File: config.mk
export PLATFORM = sky130hd
export DESIGN_NAME = change_payout
export DESIGN_NICKNAME = d
export VERILOG_FILES = /design/src/rtl/change_payout_pkg.sv /design/src/rtl/change_payout_ack_timer.sv /design/src/rtl/change_payout.sv
export SDC_FILE = /design/constraint.sdc
export NUM_CORES = 1
export LEC_CHECK = 0
export CELL_PAD_IN_SITES_DETAIL_PLACEMENT = 1
export CELL_PAD_IN_SITES_GLOBAL_PLACEMENT = 1
export CORE_MARGIN = 2
export CORE_UTILIZATION = 33
export CTS_CLUSTER_DIAMETER = 30
export CTS_CLUSTER_SIZE = 40
export DETAILED_ROUTE_END_ITERATION = 10
export PLACE_DENSITY_LB_ADDON = 0.1
export SETUP_SLACK_MARGIN = 0.5
export SYNTH_ARGS = -nofsm -noshare
export SYNTH_HDL_FRONTEND = slang
export SYNTH_SLANG_ARGS = --single-unit
File: constraint.sdc
create_clock -name clk -period 1.8 [get_ports clk]
set_input_delay 0.27 -clock clk [delete_from_list [all_inputs] [get_ports clk]]
set_output_delay 0.27 -clock clk [all_outputs]
set_load 0.05 [all_outputs]
File: src/rtl/change_payout_pkg.sv
// Shared types and constants for the change-payout controller.
// Amounts are counted in half-yuan units throughout.
package change_payout_pkg;

    typedef enum logic [1:0] {
        IDLE   = 2'd0,
        SELECT = 2'd1,
        WAIT   = 2'd2,
        FAULT  = 2'd3
    } state_t;

    localparam int unsigned HALF_UNITS = 32'd1;
    localparam int unsigned ONE_UNITS  = 32'd2;

endpackage

File: src/rtl/change_payout_ack_timer.sv
// Ack-timeout counter: counts WAIT cycles without ack and flags the cycle
// on whose closing edge the strobe will have been high for TIMEOUT cycles.
module ack_timer #(
    parameter int TIMEOUT = 8
) (
    input  logic clk,
    input  logic rst,
    input  logic enable,
    input  logic clear,
    output logic expired
);

    localparam int CW = $clog2(TIMEOUT + 1);

    logic [CW-1:0] count_r;

    // Wait-cycle counter, saturating at TIMEOUT.
    always_ff @(posedge clk or negedge rst) begin
        if (!rst) begin
            count_r <= '0;
        end else if (clear) begin
            count_r <= '0;
        end else if (enable && (count_r != CW'(TIMEOUT))) begin
            count_r <= count_r + CW'(1);
        end else begin
            count_r <= count_r;
        end
    end

    // The strobe rose one edge before counting began, hence TIMEOUT-1.
    assign expired = enable && (count_r == CW'(TIMEOUT - 1));

endmodule

File: src/rtl/change_payout.sv
// Change-payout controller: pays an amount out as 1-yuan / 0.5-yuan coin
// strobes, largest coin first, with ack timeout and sticky fault.
module change_payout #(
    parameter int AMT_W   = 3,
    parameter int TIMEOUT = 8
) (
    input  logic             clk,
    input  logic             rst,
    input  logic             req,
    input  logic [AMT_W-1:0] amount,
    input  logic             half_empty,
    input  logic             one_empty,
    input  logic             coin_ack,
    input  logic             clr,
    output logic             coin_half,
    output logic             coin_one,
    output logic             busy,
    output logic             done,
    output logic             fault,
    output logic [AMT_W-1:0] remaining
);

    import change_payout_pkg::*;

    state_t           state_r, state_s;
    logic [AMT_W-1:0] remaining_r, remaining_s, rem_after_s;
    logic             coin_half_r, coin_half_s;
    logic             coin_one_r, coin_one_s;
    logic             busy_r, busy_s;
    logic             done_r, done_s;
    logic             fault_r, fault_s;
    logic             timer_en_s, timer_clr_s, expired_s;

    assign timer_en_s  = (state_r == WAIT) && !coin_ack;
    assign timer_clr_s = (state_r != WAIT) || coin_ack;

    ack_timer #(.TIMEOUT(TIMEOUT)) u_ack_timer (
        .clk     (clk),
        .rst     (rst),
        .enable  (timer_en_s),
        .clear   (timer_clr_s),
        .expired (expired_s)
    );

    // Only one strobe can be high, so it alone decides the coin value.
    assign rem_after_s = remaining_r - (coin_one_r ? AMT_W'(ONE_UNITS) : AMT_W'(HALF_UNITS));

    // Next-state and next-output logic.
    always_comb begin
        state_s     = state_r;
        remaining_s = remaining_r;
        coin_half_s = coin_half_r;
        coin_one_s  = coin_one_r;
        busy_s      = busy_r;
        done_s      = 1'b0;
        fault_s     = fault_r;
        case (state_r)
            IDLE: begin
                if (req && (amount != '0)) begin
                    remaining_s = amount;
                    busy_s      = 1'b1;
                    state_s     = SELECT;
                end else if (req) begin
                    done_s = 1'b1;
                end else begin
                    state_s = IDLE;
                end
            end
            SELECT: begin
                if ((remaining_r >= AMT_W'(ONE_UNITS)) && !one_empty) begin
                    coin_one_s = 1'b1;
                    state_s    = WAIT;
                end else if ((remaining_r >= AMT_W'(HALF_UNITS)) && !half_empty) begin
                    coin_half_s = 1'b1;
                    state_s     = WAIT;
                end else begin
                    fault_s = 1'b1;
                    state_s = FAULT;
                end
            end
            WAIT: begin
                if (coin_ack) begin
                    coin_half_s = 1'b0;
                    coin_one_s  = 1'b0;
                    remaining_s = rem_after_s;
                    if (rem_after_s == '0) begin
                        done_s  = 1'b1;
                        busy_s  = 1'b0;
                        state_s = IDLE;
                    end else begin
                        state_s = SELECT;
                    end
                end else if (expired_s) begin
                    coin_half_s = 1'b0;
                    coin_one_s  = 1'b0;
                    fault_s     = 1'b1;
                    state_s     = FAULT;
                end else begin
                    state_s = WAIT;
                end
            end
            FAULT: begin
                if (clr) begin
                    fault_s     = 1'b0;
                    busy_s      = 1'b0;
                    remaining_s = '0;
                    state_s     = IDLE;
                end else begin
                    state_s = FAULT;
                end
            end
            default: begin
                state_s     = IDLE;
                remaining_s = '0;
                coin_half_s = 1'b0;
                coin_one_s  = 1'b0;
                busy_s      = 1'b0;
                fault_s     = 1'b0;
            end
        endcase
    end

    // State, remaining and output registers.
    always_ff @(posedge clk or negedge rst) begin
        if (!rst) begin
            state_r     <= IDLE;
            remaining_r <= '0;
            coin_half_r <= 1'b0;
            coin_one_r  <= 1'b0;
            busy_r      <= 1'b0;
            done_r      <= 1'b0;
            fault_r     <= 1'b0;
        end else begin
            state_r     <= state_s;
            remaining_r <= remaining_s;
            coin_half_r <= coin_half_s;
            coin_one_r  <= coin_one_s;
            busy_r      <= busy_s;
            done_r      <= done_s;
            fault_r     <= fault_s;
        end
    end

    assign coin_half = coin_half_r;
    assign coin_one  = coin_one_r;
    assign busy      = busy_r;
    assign done      = done_r;
    assign fault     = fault_r;
    assign remaining = remaining_r;

endmodule

==> metrics.sh <==
TIMING.FMAX_MHz=558
CLKTRANSATPATHREGS_PS=90
CLOCK-SINKS=14
FINAL.HOLD.WORST_SLACK_PS=245
GRT_PASS1_VIAS=760
IR_DROP_mV=1.11
DETAILEDPLACE.WORSTSLACK_PS=-70.7
FINAL_PERIOD_DEMAND_OF_THE_WORST_PATH_PS=1790
AVGVIACOUNTPERCELL=4.93
GLOBALROUTE.TOTALOVERFLOW=0
SYNTH_NETS=99
FIRST_PASS_ITERS=3
SYN_AREA_UM2=822
HOLD_VIOL=0
MAX_SLEW_MARGIN_PCT=74.6
LAYOUT_SETUP_WS_PS=7.14
INITIAL_ANTENNA_VIOLATION_COUNT=0
CTSHTREEMAXLEVEL=1
STARTPOINT_TYPE='flop'
CRIT_START='coin_one$_DFFE_PN0P_'
DIODES=0
GP_CONGESTION=0.766
SEQ_TOTAL_AREA_YOSYS_PCT=42.6
CELLS_ON_WORST_REG2REG_PATH=8
DRT_WL_TOTAL_MM=2.33
CLOCK_ROOT_BUFFER='sky130_fd_sc_hd__clkbuf_4'
HPWL_MM=1.73
START_UTIL_PCT=34.1
DRT-WIRELENGTH-PER-CELL_UM=15.5
HOLDCRITPATHCLASS='in -> async'
ANTENNA_LEFT=0
YOSYS_WARNING_TOTAL=0
FILLCELL_TOTAL=268
WORSTPATHREQUIRED_PS=1980
FINISH.NET_COUNT=136
STATUS='completed'
REGTOREGSETUPSLACK_PS=7
PERIOD_SHARE_PCT=99.6
MAX-CLOCK-PATH-BUFFERS=2
CLOCK_TREE_FROM_TRITONCTS='yes'
POWER_LEAKAGE_uW=0.000572
TIMING.CRITICAL_PATH.FANOUT_MAX=3
GRT_USE_TOTAL_PCT=17.0
DESIGN.CORE.AREA_UM2=2410
IO_BUFFERS=17
AREA_GROWTH_SYN_TO_LAYOUT_PCT=57.5
SLEW_VIOLATIONS=0
DIE_HEIGHT_UM=53.9
FIRST_PASS_GRT_WIRE_LENGTH_MM=3.48
RSZ_0062_RAISED_AFTER_GLOBAL_ROUTING='yes'
WORST_SETUP_PATH_END_KIND='flop'
SLEW_AT_THE_PIN_WITH_THE_WORST_MAX_SLEW_SLACK_PS=377
DR.FIRST_ITER.DRC_COUNT=7
DIEWIDTH_UM=53.9
CRITICAL_PATH_ARRIVAL_PS=1970
POST_ROUTE_CELLS_DRIVE_ABOVE_1_SHARE_PCT=50.4
DETAIL_ROUTE.DRC_VIOLATIONS=0
PIN_COUNT=18
DIE-AREA_UM2=2910
CTS_BUFFERS=3
POWER.DENSITY_nW_PER_UM2=1960
R2R-START='coin_one$_DFFE_PN0P_'
STD_CELL_ROWS=18
FINALSETUPVIOLCOUNT=0
SYNTHCELLS=85
FINAL_SKEW_PS=2.88
SYNTHDISTINCTLIBCELLS=32
AVERAGE_FOOTPRINT_OF_A_SYNTHESIZED_CELL_UM2=9.67
FFS_LATCHES_SYNTH=14
MAXIMUM_CAPACITANCE_VIOLATIONS=0
WORSTREG2REGEND='busy$_DFFE_PN0P_'
GRT_MAX_DEGREE=9
TIMING_WORST_SETUP_PATH_TYPE='reg -> reg'
CLOCK_LATENCY_PS=280
VIA_COUNT=745
## power breakdown
part           internal (uW)  total [uW]  leakage, uW  switching [uW]
clock network            123         232    0.0000210             109
registers                444         579     0.000171             135
logic                    841        1720     0.000380             884
## worst max-delay path by stage
stage / endpoint
CTS: busy$_DFFE_PN0P_
global placement: remaining[2]$_DFFE_PN0P_
finish: busy$_DFFE_PN0P_
global route: busy$_DFFE_PN0P_
floorplan: busy$_DFFE_PN0P_
detailed placement: remaining[2]$_DFFE_PN0P_
## critical path, stage by stage (launching register included)
cell and delay (ps):
sky130_fd_sc_hd__dfrtp_2 420, sky130_fd_sc_hd__inv_2 80, sky130_fd_sc_hd__ha_4 130, sky130_fd_sc_hd__inv_2 30, sky130_fd_sc_hd__fa_2 340, sky130_fd_sc_hd__xnor2_2 160
sky130_fd_sc_hd__nor3b_2 300, sky130_fd_sc_hd__o22a_1 180, sky130_fd_sc_hd__o21ai_1 50
## flip-flops by register name, summed over array words and instances, names as in the netlist
| name | flops |
|---|---|
| state_r | 2 |
| busy | 1 |
| done | 1 |
| coin_half | 1 |
| u_ack_timer.count_r | 4 |
| fault | 1 |
| coin_one | 1 |
| remaining | 3 |
## stage by stage
stage	utilization, %	instance area (um^2)	std cells	TNS (ps)	total power, uW
floorplan	-	868	85	-38.1	1530
global placement	46.6	1120	139	-92.8	1940
detailed placement	46.6	1120	139	-208	2000
CTS	51.7	1250	148	0	2430
global route	53.7	1290	151	-199	2680
finish	53.7	1290	151	0	2540
## cells in the mapped netlist
| library cell | number | area share, % |
|---|---|---|
| sky130_fd_sc_hd__or3_4 | 1 | 1.4 |
| sky130_fd_sc_hd__o21ai_0 | 4 | 2.4 |
| sky130_fd_sc_hd__o221a_2 | 1 | 1.4 |
| sky130_fd_sc_hd__nor2b_1 | 1 | 0.76 |
| sky130_fd_sc_hd__nor3_1 | 2 | 1.2 |
| sky130_fd_sc_hd__nand2_1 | 5 | 2.3 |
| sky130_fd_sc_hd__o21bai_1 | 1 | 0.91 |
| sky130_fd_sc_hd__dfrtp_1 | 14 | 43 |
| sky130_fd_sc_hd__ha_1 | 3 | 4.6 |
| sky130_fd_sc_hd__fa_1 | 1 | 2.4 |
| sky130_fd_sc_hd__nor2_1 | 8 | 3.7 |
| sky130_fd_sc_hd__xor2_1 | 1 | 1.1 |
| sky130_fd_sc_hd__o22a_1 | 1 | 1.1 |
| sky130_fd_sc_hd__nand3_1 | 2 | 1.2 |
| sky130_fd_sc_hd__nand2b_1 | 3 | 2.3 |
| sky130_fd_sc_hd__a211oi_2 | 1 | 1.5 |
| sky130_fd_sc_hd__o22ai_1 | 2 | 1.5 |
| sky130_fd_sc_hd__nor3b_1 | 2 | 1.8 |
| sky130_fd_sc_hd__a22oi_1 | 1 | 0.91 |
| sky130_fd_sc_hd__or3b_1 | 1 | 1.1 |
| sky130_fd_sc_hd__mux2_1 | 3 | 4.1 |
| sky130_fd_sc_hd__a31oi_1 | 1 | 0.76 |
| sky130_fd_sc_hd__a22o_1 | 1 | 1.1 |
| sky130_fd_sc_hd__a21oi_1 | 4 | 2.4 |
| sky130_fd_sc_hd__xnor2_1 | 2 | 2.1 |
| sky130_fd_sc_hd__a21o_1 | 1 | 0.91 |
| sky130_fd_sc_hd__clkbuf_1 | 2 | 0.91 |
| sky130_fd_sc_hd__inv_1 | 9 | 4.1 |
| sky130_fd_sc_hd__and3b_1 | 1 | 1.1 |
| sky130_fd_sc_hd__nand3b_1 | 3 | 2.7 |
| sky130_fd_sc_hd__o21a_1 | 2 | 1.8 |
| sky130_fd_sc_hd__o2bb2ai_2 | 1 | 1.8 |
## area by class of cell
class                           instances  area [um^2]  area share, %
Multi-Input combinational cell         60          537           41.4
Sequential cell                        14          358           27.6
Timing Repair Buffer                   34          293           22.6
Tap cell                               30         37.5           2.90
Clock buffer                            4         36.3           2.80
Inverter                                9         33.8           2.61
## repair_timing
action / CTS / global route
hold buffers: 0 / 0
resized for setup: 28 / 22
pin swaps: 6 / 5
cloned: 0 / 0
buffers inserted: 5 / 3
endpoints found under the setup margin: 13 / 15
## routing by layer
| metal | vias up | share of wire [%] | track usage [%] |
|---|---|---|---|
| met5 | - | 0 | 0 |
| met4 | 0 | 0.51 | 7.69 |
| met3 | 2 | 2.9 | 2.50 |
| met2 | 12 | 48 | 26.8 |
| met1 | 362 | 49 | 22.9 |
| li1 | 369 | - | - |
## logic make-up (layout without fill, tap and decap cells)
group | count (synthesis) | in the layout | synth area share [%]
XOR/XNOR | 3 | 3 | 3.20
buffers and inverters | 11 | 47 | 5.02
flip-flops | 14 | 14 | 42.6
adder cells (fa/ha/maj) | 4 | 4 | 7.00
AND/OR/NAND/NOR | 29 | 29 | 19.5
AO/OA/AOI/OAI | 21 | 21 | 18.6
multiplexers | 3 | 3 | 4.11
## layout by cell type (no fill, tap or decap), types with 2 or more instances in the layout
cell                              instances
sky130_fd_sc_hd__nand3b_1                 3
sky130_fd_sc_hd__clkdlybuf4s50_1          5
sky130_fd_sc_hd__nand2_2                  2
sky130_fd_sc_hd__o21a_1                   2
sky130_fd_sc_hd__mux2_4                   3
sky130_fd_sc_hd__buf_4                   17
sky130_fd_sc_hd__clkbuf_4                 3
sky130_fd_sc_hd__inv_1                    5
sky130_fd_sc_hd__buf_2                    3
sky130_fd_sc_hd__buf_6                    5
sky130_fd_sc_hd__nor2_1                   6
sky130_fd_sc_hd__clkdlybuf4s15_1          2
sky130_fd_sc_hd__dfrtp_2                  6
sky130_fd_sc_hd__dfrtp_1                  8
sky130_fd_sc_hd__nor3_1                   2
sky130_fd_sc_hd__a21oi_1                  3
sky130_fd_sc_hd__nand2_1                  3
sky130_fd_sc_hd__inv_2                    4
sky130_fd_sc_hd__o21ai_1                  2
sky130_fd_sc_hd__o21ai_0                  2
sky130_fd_sc_hd__nand3_1                  2
sky130_fd_sc_hd__nand2b_1                 2
(Power assumes the default switching activity.)
